<file path="src/rtl/instr_fetch_decode_if.sv">
// Instruction-memory read bus between the fetch unit and instruction memory.
//   imemReq  : read request (driven by the fetch unit)
//   imemAddr : byte address of the requested word (driven by the fetch unit)
//   imemAck  : read data valid (driven by memory)
//   imemData : instruction word, valid while imemAck=1 (driven by memory)
interface instr_fetch_decode_if;
  localparam int unsigned XLEN = 32;

  logic            imemReq;
  logic [XLEN-1:0] imemAddr;
  logic            imemAck;
  logic [XLEN-1:0] imemData;

  modport master (output imemReq, output imemAddr, input imemAck, input imemData);
  modport slave  (input imemReq, input imemAddr, output imemAck, output imemData);
endinterface

</file>
<file path="src/rtl/instr_fetch_decode.sv">
// Instruction fetch and branch-class decode for the multicycle LEGv8 core.
// Fetches the word at PC over a req/ack bus, latches it, and decodes B / CBZ
// into the PC unit's branch-control inputs.
// Ports:
//   clock, reset_n          : clock, asynchronous active-low reset
//   fetchStart, PC          : fetch request and byte address (sampled in IDLE)
//   imem (master)           : instruction-memory req/ack bus
//   busy                    : unit not in IDLE
//   decodeValid, fetchError : one-cycle completion / error pulses
//   instruction, rtField    : latched instruction word and its Rt field
//   branchFlag, unconditionalBranchFlag, pcOffsetFilled : decoded branch info
module instr_fetch_decode #(
  parameter int unsigned TIMEOUT_CYCLES = 15
) (
  input  logic                        clock,
  input  logic                        reset_n,
  input  logic                        fetchStart,
  input  logic [31:0]                 PC,
  instr_fetch_decode_if.master        imem,
  output logic                        busy,
  output logic                        decodeValid,
  output logic                        fetchError,
  output logic [31:0]                 instruction,
  output logic [4:0]                  rtField,
  output logic                        branchFlag,
  output logic                        unconditionalBranchFlag,
  output logic [31:0]                 pcOffsetFilled
);

  localparam int unsigned XLEN  = 32;
  localparam int unsigned CNT_W = 8;

  localparam logic [5:0] OPC_B   = 6'b000101;
  localparam logic [7:0] OPC_CBZ = 8'b10110100;

  typedef enum logic [1:0] {
    ST_IDLE   = 2'd0,
    ST_WAIT   = 2'd1,
    ST_DECODE = 2'd2
  } state_e;

  state_e             state_q, state_d;
  logic               req_q, req_d;
  logic [XLEN-1:0]    addr_q, addr_d;
  logic [CNT_W-1:0]   cnt_q, cnt_d;
  logic               busy_q, busy_d;
  logic               valid_q, valid_d;
  logic               err_q, err_d;
  logic [XLEN-1:0]    instr_q, instr_d;
  logic               br_q, br_d;
  logic               ubr_q, ubr_d;
  logic [XLEN-1:0]    off_q, off_d;

  logic               aligned_c;
  logic               timeout_c;
  logic               is_b_c;
  logic               is_cbz_c;
  logic [XLEN-1:0]    off_c;

  assign aligned_c = (PC[1:0] == 2'b00);
  // Counter equal to the limit means the request has already been up for
  // TIMEOUT_CYCLES+1 cycles, so this is the last cycle it may be answered.
  assign timeout_c = (cnt_q == CNT_W'(TIMEOUT_CYCLES));

  // Branch-class decode of the latched word; offsets are word counts.
  always_comb begin
    is_b_c   = (instr_q[31:26] == OPC_B);
    is_cbz_c = (instr_q[31:24] == OPC_CBZ);
    off_c    = '0;
    if (is_b_c) begin
      off_c = {{6{instr_q[25]}}, instr_q[25:0]};
    end else if (is_cbz_c) begin
      off_c = {{13{instr_q[23]}}, instr_q[23:5]};
    end
  end

  // State register.
  always_ff @(posedge clock or negedge reset_n) begin
    if (!reset_n) begin
      state_q <= ST_IDLE;
    end else begin
      state_q <= state_d;
    end
  end

  // Next-state logic; ack wins over a same-cycle timeout.
  always_comb begin
    state_d = state_q;
    case (state_q)
      ST_IDLE: begin
        if (fetchStart && aligned_c) state_d = ST_WAIT;
      end
      ST_WAIT: begin
        if (imem.imemAck)   state_d = ST_DECODE;
        else if (timeout_c) state_d = ST_IDLE;
      end
      ST_DECODE: state_d = ST_IDLE;
      default:   state_d = ST_IDLE;
    endcase
  end

  // Output / datapath next values.
  always_comb begin
    req_d   = req_q;
    addr_d  = addr_q;
    cnt_d   = cnt_q;
    instr_d = instr_q;
    br_d    = br_q;
    ubr_d   = ubr_q;
    off_d   = off_q;
    valid_d = 1'b0;
    err_d   = 1'b0;
    busy_d  = (state_d != ST_IDLE);
    case (state_q)
      ST_IDLE: begin
        if (fetchStart) begin
          if (aligned_c) begin
            addr_d = PC;
            req_d  = 1'b1;
            cnt_d  = '0;
          end else begin
            err_d   = 1'b1;
            instr_d = '0;
            br_d    = 1'b0;
            ubr_d   = 1'b0;
            off_d   = '0;
          end
        end
      end
      ST_WAIT: begin
        if (imem.imemAck) begin
          instr_d = imem.imemData;
          req_d   = 1'b0;
        end else if (timeout_c) begin
          req_d   = 1'b0;
          err_d   = 1'b1;
          instr_d = '0;
          br_d    = 1'b0;
          ubr_d   = 1'b0;
          off_d   = '0;
        end else begin
          cnt_d = cnt_q + CNT_W'(1);
        end
      end
      ST_DECODE: begin
        br_d    = is_cbz_c;
        ubr_d   = is_b_c;
        off_d   = off_c;
        valid_d = 1'b1;
      end
      default: ;
    endcase
  end

  // Datapath and output registers.
  always_ff @(posedge clock or negedge reset_n) begin
    if (!reset_n) begin
      req_q   <= 1'b0;
      addr_q  <= '0;
      cnt_q   <= '0;
      busy_q  <= 1'b0;
      valid_q <= 1'b0;
      err_q   <= 1'b0;
      instr_q <= '0;
      br_q    <= 1'b0;
      ubr_q   <= 1'b0;
      off_q   <= '0;
    end else begin
      req_q   <= req_d;
      addr_q  <= addr_d;
      cnt_q   <= cnt_d;
      busy_q  <= busy_d;
      valid_q <= valid_d;
      err_q   <= err_d;
      instr_q <= instr_d;
      br_q    <= br_d;
      ubr_q   <= ubr_d;
      off_q   <= off_d;
    end
  end

  assign imem.imemReq            = req_q;
  assign imem.imemAddr           = addr_q;
  assign busy                    = busy_q;
  assign decodeValid             = valid_q;
  assign fetchError              = err_q;
  assign instruction             = instr_q;
  assign rtField                 = instr_q[4:0];
  assign branchFlag              = br_q;
  assign unconditionalBranchFlag = ubr_q;
  assign pcOffsetFilled          = off_q;

endmodule

</file>
<file path="src/flat_wrapper.sv">
// flat-port wrapper written by rule: the top's interface ports become plain ports
module instr_fetch_decode_flat 
#(
  parameter int unsigned TIMEOUT_CYCLES = 15
)
  (clock, reset_n, fetchStart, PC, busy, decodeValid, fetchError, instruction, rtField, branchFlag, unconditionalBranchFlag, pcOffsetFilled, imem_imemReq, imem_imemAddr, imem_imemAck, imem_imemData);
  instr_fetch_decode_if imem_i ();
  input  logic clock;
  input  logic reset_n;
  input  logic fetchStart;
  input  logic [31:0] PC;
  output logic busy;
  output logic decodeValid;
  output logic fetchError;
  output logic [31:0] instruction;
  output logic [4:0] rtField;
  output logic branchFlag;
  output logic unconditionalBranchFlag;
  output logic [31:0] pcOffsetFilled;
  output wire logic [$bits(imem_i.imemReq)-1:0] imem_imemReq;
  output wire logic [$bits(imem_i.imemAddr)-1:0] imem_imemAddr;
  input wire logic [$bits(imem_i.imemAck)-1:0] imem_imemAck;
  input wire logic [$bits(imem_i.imemData)-1:0] imem_imemData;
  assign imem_imemReq = imem_i.imemReq;
  assign imem_imemAddr = imem_i.imemAddr;
  assign imem_i.imemAck = imem_imemAck;
  assign imem_i.imemData = imem_imemData;
  instr_fetch_decode #(.TIMEOUT_CYCLES(TIMEOUT_CYCLES)) u_core (.clock(clock), .reset_n(reset_n), .fetchStart(fetchStart), .PC(PC), .imem(imem_i), .busy(busy), .decodeValid(decodeValid), .fetchError(fetchError), .instruction(instruction), .rtField(rtField), .branchFlag(branchFlag), .unconditionalBranchFlag(unconditionalBranchFlag), .pcOffsetFilled(pcOffsetFilled));
endmodule
</file>
<file path="config.mk">
export PLATFORM = sky130hd
export DESIGN_NAME = instr_fetch_decode_flat
export DESIGN_NICKNAME = d
export VERILOG_FILES = /design/src/rtl/instr_fetch_decode_if.sv /design/src/rtl/instr_fetch_decode.sv /design/src/flat_wrapper.sv
export SDC_FILE = /design/constraint.sdc
export NUM_CORES = 1
export LEC_CHECK = 0
export ABC_AREA = 0
export BUFFER_PORTS_ARGS = -buffer_cell sky130_fd_sc_hd__buf_2
export CORE_ASPECT_RATIO = 1.5
export CORE_MARGIN = 3
export CORE_UTILIZATION = 50
export DETAILED_ROUTE_END_ITERATION = 6
export PLACE_DENSITY = 0.82
export SYNTH_ARGS = -nofsm -noshare
export SYNTH_HDL_FRONTEND = slang
export SYNTH_SLANG_ARGS = --single-unit
</file>
<file path="constraint.sdc">
create_clock -name clock -period 5.55 [get_ports clock]
set_clock_uncertainty 0.2 [all_clocks]
set_input_delay 0.8325 -clock clock [delete_from_list [all_inputs] [get_ports clock]]
set_output_delay 0.8325 -clock clock [all_outputs]
set_load 0.01 [all_outputs]
</file>
* Word level (Yosys, flattened, before mapping)
Cells that the tools add are included.
Storage, ports and cells: bits in registers 112, input port bits 68, logic and storage cells 69
Operators by class: $add $sub $neg 1, eq/ne operators 12, muxes and demuxes 34, reduce and logical (&&, ||, !) cells 11
Operators by type and width (count):
- 2-to-1 mux 32 bit | 7
- case mux 32 bit (3 select lines) | 1
- case mux 32 bit (2 select lines) | 1
- 2-to-1 mux 8 bit | 4
- case mux 8 bit (2 select lines) | 1
- 2-to-1 mux 1 bit | 12
- AND reduction 5 bit | 2
- adder 8 x 1 -> 8 bit (second input constant) | 1
- equality test 8 x 4 -> 1 bit (second input constant) | 1
- equality test 8 bit (second input constant) | 1
- inequality test 2 bit (second input constant) | 4
- AND reduction 4 bit | 2
- equality test 6 x 3 -> 1 bit (second input constant) | 1
- 2-to-1 mux 2 bit | 3
- case mux 1 bit (3 select lines) | 2
- zero test 2 bit | 2
- inequality test 2 x 1 -> 1 bit (second input constant) | 2
- case mux 1 bit (2 select lines) | 2
- case mux 2 bit (2 select lines) | 1
- nonzero test 2 bit | 2
- inequality test 3 x 2 -> 1 bit (second input constant) | 1
- AND reduction 3 bit | 1
- nonzero test 3 bit | 1
- equality test 2 x 1 -> 1 bit (second input constant) | 1
- 2 further kinds | 2

* Logic depth before layout (Yosys ltp)
Gate-level depths: netlist of run 1.
depth after elaboration 5, depth in mapped cells 8, mapped depth without buffers 5

* Least setup slack after synthesis of run 1
Ideal clock, no wire load.
path kind input port to flip-flop, start point input port imem_imemAck, end point register u_core.off_q[0], in the netlist u_core.pcOffsetFilled[0], data arrival time 1.878 ns, data required time 5.210 ns, slack 3.332 ns, stages 5, buffers on the path 2, path through or3b_1 -> o22a_1 -> buf_2 -> buf_2 -> o2bb2ai_1
Between the ends: longest elaborated chain between the ends 2
Ends and longest elaborated chain:
- from (decl) | line flat_wrapper.sv:22 | input wire logic [$bits(imem_i.imemAck)-1:0] imem_imemAck;
- inequality test 2 bit (no line)
- AND reduction 5 bit (no line)
- to (signal assigned) | line instr_fetch_decode.sv:167 | off_q <= '0;
- to (signal assigned) | line instr_fetch_decode.sv:178 | off_q <= off_d;
- to (decl) | line instr_fetch_decode.sv:52 | logic [XLEN-1:0] off_q, off_d;
Every way passes these cells. A chain may end at the register's enable or synchronous reset.

* Worst setup path after layout of run 1
start point input port PC[1], end point register u_core.cnt_q[4]
Between the ends: longest elaborated chain between the ends 3
Ends and longest elaborated chain:
- from (decl) | line flat_wrapper.sv:11 | input logic [31:0] PC;
- zero test 2 bit | line instr_fetch_decode.sv:60 | assign aligned_c = (PC[1:0] == 2'b00);
- inequality test 2 x 1 -> 1 bit (no line)
- AND reduction 5 bit (no line)
- to (signal assigned) | line instr_fetch_decode.sv:171 | cnt_q <= cnt_d;
- to (decl) | line instr_fetch_decode.sv:45 | logic [CNT_W-1:0] cnt_q, cnt_d;
Every way passes these cells.

==> results of run 1 <==
==> synth_stat cells (3+ instances only) <==
library cell  number  area (um^2)
mux2i_1           18          180
nand2_1           99          372
buf_4             12         90.1
a22o_1            31          272
buf_6              3         33.8
dfrtp_1          106         2650
and2_1             4         25.0
o22ai_1            3         18.8
inv_1              3         11.3
nor2_1            14         52.6
clkbuf_1          12         45.0
buf_2              6         30.0
o21ai_0            5         25.0
o2bb2ai_1         26          228
nand3_1            3         15.0
==> state kept, by name (all words and copies together), names as in the netlist <==
| name | count |
|---|---|
| u_core.instruction | 32 |
| u_core.unconditionalBranchFlag | 1 |
| u_core.branchFlag | 1 |
| u_core.cnt_q | 8 |
| u_core.decodeValid | 1 |
| u_core.imem.imemAddr | 32 |
| u_core.busy | 1 |
| u_core.state_q | 2 |
| u_core.fetchError | 1 |
| u_core.pcOffsetFilled | 26 |
| u_core.imem.imemReq | 1 |
==> final cells by class <==
type                            instances  area, um^2  share of cell area [%]
Multi-Input combinational cell        240        1500                    27.4
Clock buffer                           14         254                    4.64
Tap cell                              107         134                    2.44
Clock inverter                          2        12.5                   0.228
Timing Repair Buffer                  179         911                    16.6
Inverter                                3        11.3                   0.206
Sequential cell                       106        2650                    48.4
==> routing by layer <==
metal | share of wire (%) | vias up | track usage, % | wire (um)
met5 | 0 | - | 0 | 0
met3 | 6.5 | 24 | 4.10 | 715
met1 | 38 | 1766 | 28.2 | 4180
met2 | 53 | 136 | 40.4 | 5810
met4 | 2.5 | 0 | 11.1 | 271
li1 | - | 1647 | - | -
==> worst max-delay path, delay by kind of cell <==
family                 cells  cell delay (ns)
AND/OR/NAND/NOR            2             1.11
AO/OA/AOI/OAI              2             0.40
buffers and inverters      1             0.10
==> kinds of logic after synthesis <==
| kind of cell | Yosys count | synth area share, % |
|---|---|---|
| AOI/OAI and AO/OA | 84 | 16.1 |
| xor gates and xnor gates | 1 | 0.201 |
| adders and majority gates | 1 | 0.287 |
| buffers and inverters | 36 | 4.82 |
| DFF | 106 | 60.8 |
| muxes | 18 | 4.13 |
| and+or+nand+nor | 136 | 13.7 |
==> worst max-delay path by stage <==
stage | startpoint | end | slack (ns) | cells after the start
after global placement | PC[1] | u_core.cnt_q[4]$_DFFE_PN0P_ | 2.81 | 5
final | PC[1] | u_core.cnt_q[4]$_DFFE_PN0P_ | 3.13 | 5
after global routing | PC[1] | u_core.cnt_q[4]$_DFFE_PN0P_ | 2.96 | 5
after CTS | PC[1] | u_core.cnt_q[4]$_DFFE_PN0P_ | 3.14 | 5
after detailed placement | PC[1] | u_core.cnt_q[4]$_DFFE_PN0P_ | 2.78 | 5
after floorplan | imem_imemAck | u_core.pcOffsetFilled[0]$_DFFE_PN0P_ | 3.33 | 5
==> report_power, final <==
group	internal [mW]	leakage (nW)	total, mW	switching (mW)
sequential	0.854	1.42	0.918	0.0635
clock	0.317	0.127	0.573	0.257
combinational	0.128	1.60	0.298	0.170
total	1.30	3.14	1.79	0.490
==> run metrics, run 1 <==
Die Width 82.3 um; Yosys warning count 0; startpoint types input port; final hold violation count 0; Die Span Y 120 um; Power per Cell Area 327 nW/um^2; placed insts 635; initial antenna violation count 0; overall power 1.79 mW; Core Footprint 8460 um^2; Clock Tree Buf Depth 2; most frequent cells in the layout buf_2, dfrtp_1, nand2_1; CTS tree yes; Peak Freq 414 MHz; first drt pass iteration count 4; Avg Cell Area, Syn 11.4 um^2; r2r setup slk 3.14 ns; status finished clean; CP max FO 35; # diodes 0; hold buffers post-CTS 0; Rel. slew slack 21.5%; Non-Filler Instances 651; port bufs 174; FF-to-FF Start u_core.cnt_q[0]$_DFFE_PN0P_; most common flop cell mapped by yosys dfrtp_1; clock latency on the worst-skew pair 0.33 ns; largest net degree at the start of global routing 67; WS Path Type input port to flip-flop; Hold Path Sink u_core.imem.imemAddr[24]$_DFFE_PN0P_; Initial Utilization 51.6%; Synth-to-Final Area Change 25.5%; CP Data Required Time 5.57 ns; pre-CTS setup slack 2.78 ns; CTS resizes 0; GR Overflow Total 0; final period utilization 43.6%; Hold Startpoint u_core.imem.imemAddr[24]$_DFFE_PN0P_; worst vdd ir 0.250 mV; Hold Path Stages 2; Layout fillers 702; R2R Path End u_core.branchFlag$_DFFE_PN0P_; Post-synth EDFFs 0; Ports 175; number of global-route vias before repair 3675; fin area 5480 um^2; Tmin final 2.42 ns; HP Class flip-flop to flip-flop; async set-reset flop share out of synthesis 100%; Layout Nets 608; setup bufs post-CTS 0; final worst slack 3.13 ns; critical path arrival 2.44 ns; count of cell types in the netlist 42; RSZ-0062 raised after global routing false; fin util 64.7%; Routed Antenna Nets 0; H-tree lvl count 3; post-synthesis sequential area ratio 60.8%; post-synthesis net count 451; DP Area 5210 um^2; via/cell ratio 5.49; Worst-path clk slew 0.06 ns; Setup TNS 0 ns; final slew viol count 0; # DRC 0; Least-Margin Pin Slew 1.18 ns; commonest non-fill, non-tap cell in the layout buf_2; share of layout cells above drive strength 1 36.8%; root buffer cell clkbuf_16; initial DRC count 193; Pleak 3.14 nW; number of buffers created by CTS 9; slowest CP cell and3_1; die area 9910 um^2; DR WL/cell 16.9 um; Hold WS 0.266 ns; post-synthesis instance total 382; Critical Path Max Stage Delay 0.97 ns; Rows 41; Final Setup Violations 0; cells along the critical path buf_2, nor2_1, and3_1, o22ai_1, a32o_1; Setup crit end kind flip-flop; first-pass GRT wire length 17700 um; total global-route track usage 23.6%; Worst Reg2Reg Path Length in Cells 5; CTS sink count 106; DR vias 3573; synthesized area 4370 um^2; Routed WL 11000 um; post-DP HPWL 7790 um; RePlAce Congestion 0.831; Max Cap Viol 0; #FFs+latches synth 106
(Power assumes the default switching activity.)
==> inputs of run 2 (changes only) <==
Settings changed: CORE_UTILIZATION 50 to 48, PLACE_DENSITY 0.82 to 0.79.
Clock period 5.55 ns to 2.25 ns, I/O delays scaled along.
==> run 2 against run 1 <==
Non-clock buffer count increased by 35. Setup slack got worse by 3.0 ns. Largest cell class unchanged. Combinational power increased to 2.7 times the previous value.
==> run metrics, run 2 (same netlist as run 1, synthesis figures left out) <==
Max Cap Viol 0 (unchanged); Worst-path clk slew 0.07 ns (was 0.06 ns); CP Data Required Time 2.28 ns (was 5.57 ns); RSZ-0062 raised after global routing false (unchanged); CTS resizes 0 (unchanged); Tmin final 2.12 ns; port bufs 174 (unchanged); Worst Reg2Reg Path Length in Cells 5 (unchanged); commonest non-fill, non-tap cell in the layout buf_2 (unchanged); placed insts 645 (was 635); largest net degree at the start of global routing 53 (was 67); root buffer cell clkbuf_16 (unchanged); Synth-to-Final Area Change 33.6% (was 25.5%); Hold Path Stages 3 (was 2); number of global-route vias before repair 3728 (was 3675); # diodes 0 (unchanged); first-pass GRT wire length 18800 um (was 17700 um); Clock Tree Buf Depth 2 (unchanged); RePlAce Congestion 0.884 (was 0.831); Setup crit end kind flip-flop (unchanged); Core Footprint 8830 um^2 (was 8460 um^2); final slew viol count 0 (unchanged); H-tree lvl count 3 (unchanged); final period utilization 94.1%; overall power 4.50 mW (was 1.79 mW); critical path arrival 2.15 ns (was 2.44 ns); CTS sink count 106 (unchanged); setup bufs post-CTS 0 (unchanged); startpoint types flip-flop (was input port); Layout Nets 643 (was 608); Least-Margin Pin Slew 0.579 ns (was 1.18 ns); via/cell ratio 5.39 (was 5.49); Critical Path Max Stage Delay 0.49 ns (was 0.97 ns); GR Overflow Total 0 (unchanged); Setup TNS 0 ns (unchanged); initial antenna violation count 0 (unchanged); Routed Antenna Nets 0 (unchanged); CP Buf/Inv Count 0 (was 1); first drt pass iteration count 4 (unchanged); Crit path depth 5 (unchanged); Initial Utilization 49.4% (was 51.6%); Rel. slew slack 61.4% (was 21.5%); most frequent cells in the layout buf_2, dfrtp_1, nand2_1 (unchanged); hold buffers post-CTS 28 (was 0); total global-route track usage 23.3% (was 23.6%); Non-Filler Instances 689 (was 651); cells along the critical path ha_1, and3_1, a21oi_2, a211o_4, a22o_2 (was buf_2, nor2_1, and3_1, o22ai_1, a32o_1); # DRC 0 (unchanged); CP max FO 32 (was 35); Rows 42 (was 41); WS Path Type flip-flop to flip-flop (was input port to flip-flop); clock latency on the worst-skew pair 0.34 ns (was 0.33 ns); Routed WL 11800 um (was 11000 um); CTS tree yes (unchanged); Die Span Y 123 um (was 120 um); Power per Cell Area 772 nW/um^2 (was 327 nW/um^2); Peak Freq 472 MHz; Ports 175 (unchanged); Hold WS 0.00567 ns (was 0.266 ns); worst vdd ir 0.752 mV (was 0.250 mV); Final Setup Violations 0 (unchanged); slowest CP cell a211o_4 (was and3_1); status finished clean (unchanged); number of buffers created by CTS 9 (unchanged); post-DP HPWL 8140 um (was 7790 um); final hold violation count 0 (unchanged); DR WL/cell 17.1 um (was 16.9 um); Layout fillers 675 (was 702); initial DRC count 199 (was 193); DR vias 3713 (was 3573); Top delay family on crit path compound AO/OA/AOI/OAI gates (was simple AND/OR/NAND/NOR gates); Pleak 3.30 nW (was 3.14 nW); Die Width 83.9 um (was 82.3 um); share of layout cells above drive strength 1 36.4% (was 36.8%); die area 10300 um^2 (was 9910 um^2); HP Class input port to flip-flop (was flip-flop to flip-flop)
-- run 2: cell count changes in the layout (fill, tap and decap cells not counted) --
cell / previous run / this run
buf_12: 0 / 1
clkbuf_8: 1 / 0
dlygate4sd3_1: 0 / 28
clkinv_4: 0 / 1
clkbuf_1: 4 / 0
buf_4: 6 / 12
inv_6: 0 / 1
clkinv_2: 1 / 4
-- run 2: final timing paths --
| kind | start | end | slack (ns) |
|---|---|---|---|
| min in group asynchronous | reset_n | u_core.pcOffsetFilled[20]$_DFFE_PN0P_ | 0.33 |
| hold reg to reg | u_core.imem.imemAddr[30]$_DFFE_PN0P_ | u_core.imem.imemAddr[30]$_DFFE_PN0P_ | 0.27 |
| hold / removal | PC[15] | u_core.imem.imemAddr[15]$_DFFE_PN0P_ | 0.006 |
| setup reg to reg | u_core.cnt_q[0]$_DFFE_PN0P_ | u_core.instruction[24]$_DFFE_PN0P_ | 0.13 |
| setup / recovery | u_core.cnt_q[0]$_DFFE_PN0P_ | u_core.instruction[24]$_DFFE_PN0P_ | 0.13 |
| max in group asynchronous | reset_n | u_core.imem.imemAddr[19]$_DFFE_PN0P_ | 0.82 |
-- run 2: cell type report --
cell class	count	area (um^2)	area share (%)
Inverter	3	11.3	0.193
Sequential cell	106	2650	45.5
Clock inverter	7	45.0	0.773
Clock buffer	9	225	3.86
Multi-Input combinational cell	240	1500	25.8
Timing Repair Buffer	214	1260	21.5
Tap cell	110	138	2.36
-- run 2: worst min-delay path, stage by stage --
cell and delay [ns]:
buf_2 0.08, nand2_1 0.04, nand2_1 0.06
-- run 2: metal layers --
layer | vias to the layer above | global-route usage, % | routed length [um]
met3 | 31 | 4.84 | 535
li1 | 1708 | - | -
met5 | - | 0 | 0
met1 | 1841 | 27.8 | 4630
met4 | 0 | 10.1 | 391
met2 | 133 | 40.8 | 6200
-- run 2: metrics by stage --
stage	area [um^2]	setup WS, ns	util, %
finish	5830	0.134	66.0
global route	5830	0.0557	66.0
CTS	5830	0.142	66.0
detailed placement	5280	0.152	59.8
global placement	5280	0.223	59.8
floorplan	4370	0.347	-
-- run 2: power by group --
group / switching, mW / internal, mW
Clock: 0.685 / 0.748
Sequential: 0.151 / 2.11
Combinational: 0.450 / 0.362
Total: 1.29 / 3.22
==> inputs of run 3 (changes only) <==
Settings changed: MAX_ROUTING_LAYER set to met4.
==> run 3 against run 2 <==
Via count about the same. Combinational power about the same. Sequential share of layout area unchanged. Flip-flop and latch count unchanged. Utilization unchanged. First-iteration DRC count up 5.0%. Largest power group unchanged. Cell count unchanged. Die area unchanged. Sequential power about the same. Critical path depth unchanged.
==> run metrics, run 3 (same netlist as run 1, synthesis figures left out) <==
Critical Path Max Stage Delay 0.49 ns (about the same); Top delay family on crit path compound AO/OA/AOI/OAI gates (unchanged); worst vdd ir 0.754 mV (was 0.752 mV); critical path arrival 2.16 ns (was 2.15 ns); Max Cap Viol 0 (unchanged); Clock Tree Buf Depth 2 (unchanged); startpoint types flip-flop (unchanged); Setup TNS 0 ns (unchanged); CTS resizes 0 (unchanged); Crit path depth 5 (unchanged); Synth-to-Final Area Change 33.6% (unchanged); internal power 3.22 mW (about the same); fin area 5830 um^2 (unchanged); # DRC 0 (unchanged); initial antenna violation count 0 (unchanged); Rows 42 (unchanged); register area 2650 um^2 (unchanged); Hold WS 0.00694 ns (was 0.00567 ns); via/cell ratio 5.39 (about the same); Initial Utilization 49.4% (unchanged); overall power 4.50 mW (about the same); Least-Margin Pin Slew 0.577 ns (was 0.579 ns); initial DRC count 209 (was 199); FF-to-FF Start u_core.cnt_q[0]$_DFFE_PN0P_ (unchanged); Power per Cell Area 771 nW/um^2 (was 772 nW/um^2); H-tree lvl count 3 (unchanged); HP Class input port to flip-flop (unchanged); DP Area 5280 um^2 (unchanged); most frequent cells in the layout buf_2, dfrtp_1, nand2_1 (unchanged); final hold violation count 0 (unchanged); Peak Freq 470 MHz (was 472 MHz); Rel. slew slack 61.6% (was 61.4%); fin util 66.0% (unchanged); Core Footprint 8830 um^2 (unchanged); area of the multi-input gates 1500 um^2 (unchanged); Ports 175 (unchanged); total global-route track usage 24.0% (was 23.3%); crit path capture u_core.instruction[24]$_DFFE_PN0P_ (unchanged); Routed Antenna Nets 0 (unchanged); first-pass GRT wire length 18800 um (about the same); R2R Path End u_core.instruction[24]$_DFFE_PN0P_ (unchanged); RePlAce Congestion 0.899 (was 0.884); CP Buf/Inv Count 0 (unchanged); post-DP HPWL 8140 um (unchanged); final slew viol count 0 (unchanged); WS Path Type flip-flop to flip-flop (unchanged); root buffer cell clkbuf_16 (unchanged); cells along the critical path ha_1, and3_1, a21oi_2, a211o_4, a22o_2 (unchanged); commonest non-fill, non-tap cell in the layout buf_2 (unchanged); Routed WL 11800 um (about the same); first drt pass iteration count 5 (was 4); # diodes 0 (unchanged); Setup crit end kind flip-flop (unchanged); CTS sink count 106 (unchanged); final period utilization 94.6% (was 94.1%); slowest CP cell a211o_4 (unchanged); largest net degree at the start of global routing 53 (unchanged); combinational fraction of design power 18.1% (was 18.0%); Layout fillers 675 (unchanged); Die Width 83.9 um (unchanged); number of buffers created by CTS 9 (unchanged); Pleak 3.30 nW (unchanged); setup bufs post-CTS 0 (unchanged); sequential share of power 50.2% (was 50.1%); clock latency on the worst-skew pair 0.34 ns (about the same); share of layout cells above drive strength 1 36.4% (unchanged); GR Overflow Total 0 (unchanged); r2r setup slk 0.12 ns (was 0.13 ns); Tmin final 2.13 ns (was 2.12 ns); CP max FO 32 (unchanged); CTS tree yes (unchanged); DR vias 3712 (was 3713); Layout Nets 643 (unchanged); DR WL/cell 17.1 um (about the same); sw frac 28.5% (was 28.6%); P_sw 1.28 mW (was 1.29 mW); RSZ-0062 raised after global routing false (unchanged); Worst-path clk slew 0.07 ns (about the same); Die Span Y 123 um (unchanged); Worst Reg2Reg Path Length in Cells 5 (unchanged); number of global-route vias before repair 3721 (was 3728); status finished clean (unchanged); die area 10300 um^2 (unchanged); clock share of power 31.7% (was 31.8%); crit path launch u_core.cnt_q[0]$_DFFE_PN0P_ (unchanged); port bufs 174 (unchanged); Final Setup Violations 0 (unchanged); CP Data Required Time 2.28 ns (about the same)
run 3: cell counts in the layout (fill, tap and decap cells not counted):
No cell type changed its count.
run 3: worst min-delay path by stage:
stage / startpoint / end / slack [ns] / cells after the start
finish: PC[15] / u_core.imem.imemAddr[15]$_DFFE_PN0P_ / 0.007 / 3
detailed placement: reset_n / u_core.imem.imemAddr[25]$_DFFE_PN0P_ / 0.18 / 1
global route: imem_imemData[4] / u_core.instruction[4]$_DFFE_PN0P_ / 0.004 / 2
CTS: PC[6] / u_core.imem.imemAddr[6]$_DFFE_PN0P_ / 0.0002 / 3
floorplan: reset_n / u_core.branchFlag$_DFFE_PN0P_ / -0.16 / 0
global placement: reset_n / u_core.imem.imemAddr[25]$_DFFE_PN0P_ / 0.16 / 1
run 3: cell type report:
type | count | area share (%)
clock buffer | 9 | 3.86
clock inverter | 7 | 0.773
inverter | 3 | 0.193
multi-input combinational | 240 | 25.8
sequential | 106 | 45.5
tap | 110 | 2.36
timing repair buffer | 214 | 21.5
run 3: per-stage QoR:
step | worst slack [ns] | std cells
2_1_floorplan | 0.347 | 382
3_3_place_gp | 0.223 | 645
3_5_place_dp | 0.152 | 645
4_1_cts | 0.142 | 689
5_1_grt | 0.0557 | 689
6_report | 0.121 | 689
run 3: timing repair:
item,in CTS,in global routing
hold buffers,28,0
hold endpoints to repair,71,0
setup endpoints to repair,0,0
run 3: power by group through the flow:
stage	registers, mW	clock network (mW)	logic [mW]
after floorplan	2.36	0	0.324
after global routing	2.28	1.53	0.898
after CTS	2.25	1.46	0.815
after detailed placement	2.29	0	0.775
after global placement	2.28	0	0.753
final	2.26	1.43	0.814
run 3: worst reg2reg max path, cell delays in order (launching register included):
cell and delay (ns):
dfrtp_1 0.39, ha_1 0.19, and3_1 0.34, a21oi_2 0.13, a211o_4 0.49, a22o_2 0.28
run 3: metal layers:
metal	wire length (um)	share of wire (%)	track usage, %
met5	0	0	-
met4	374	3.2	11.0
met3	554	4.7	3.49
met2	6230	53	40.9
met1	4590	39	28.2
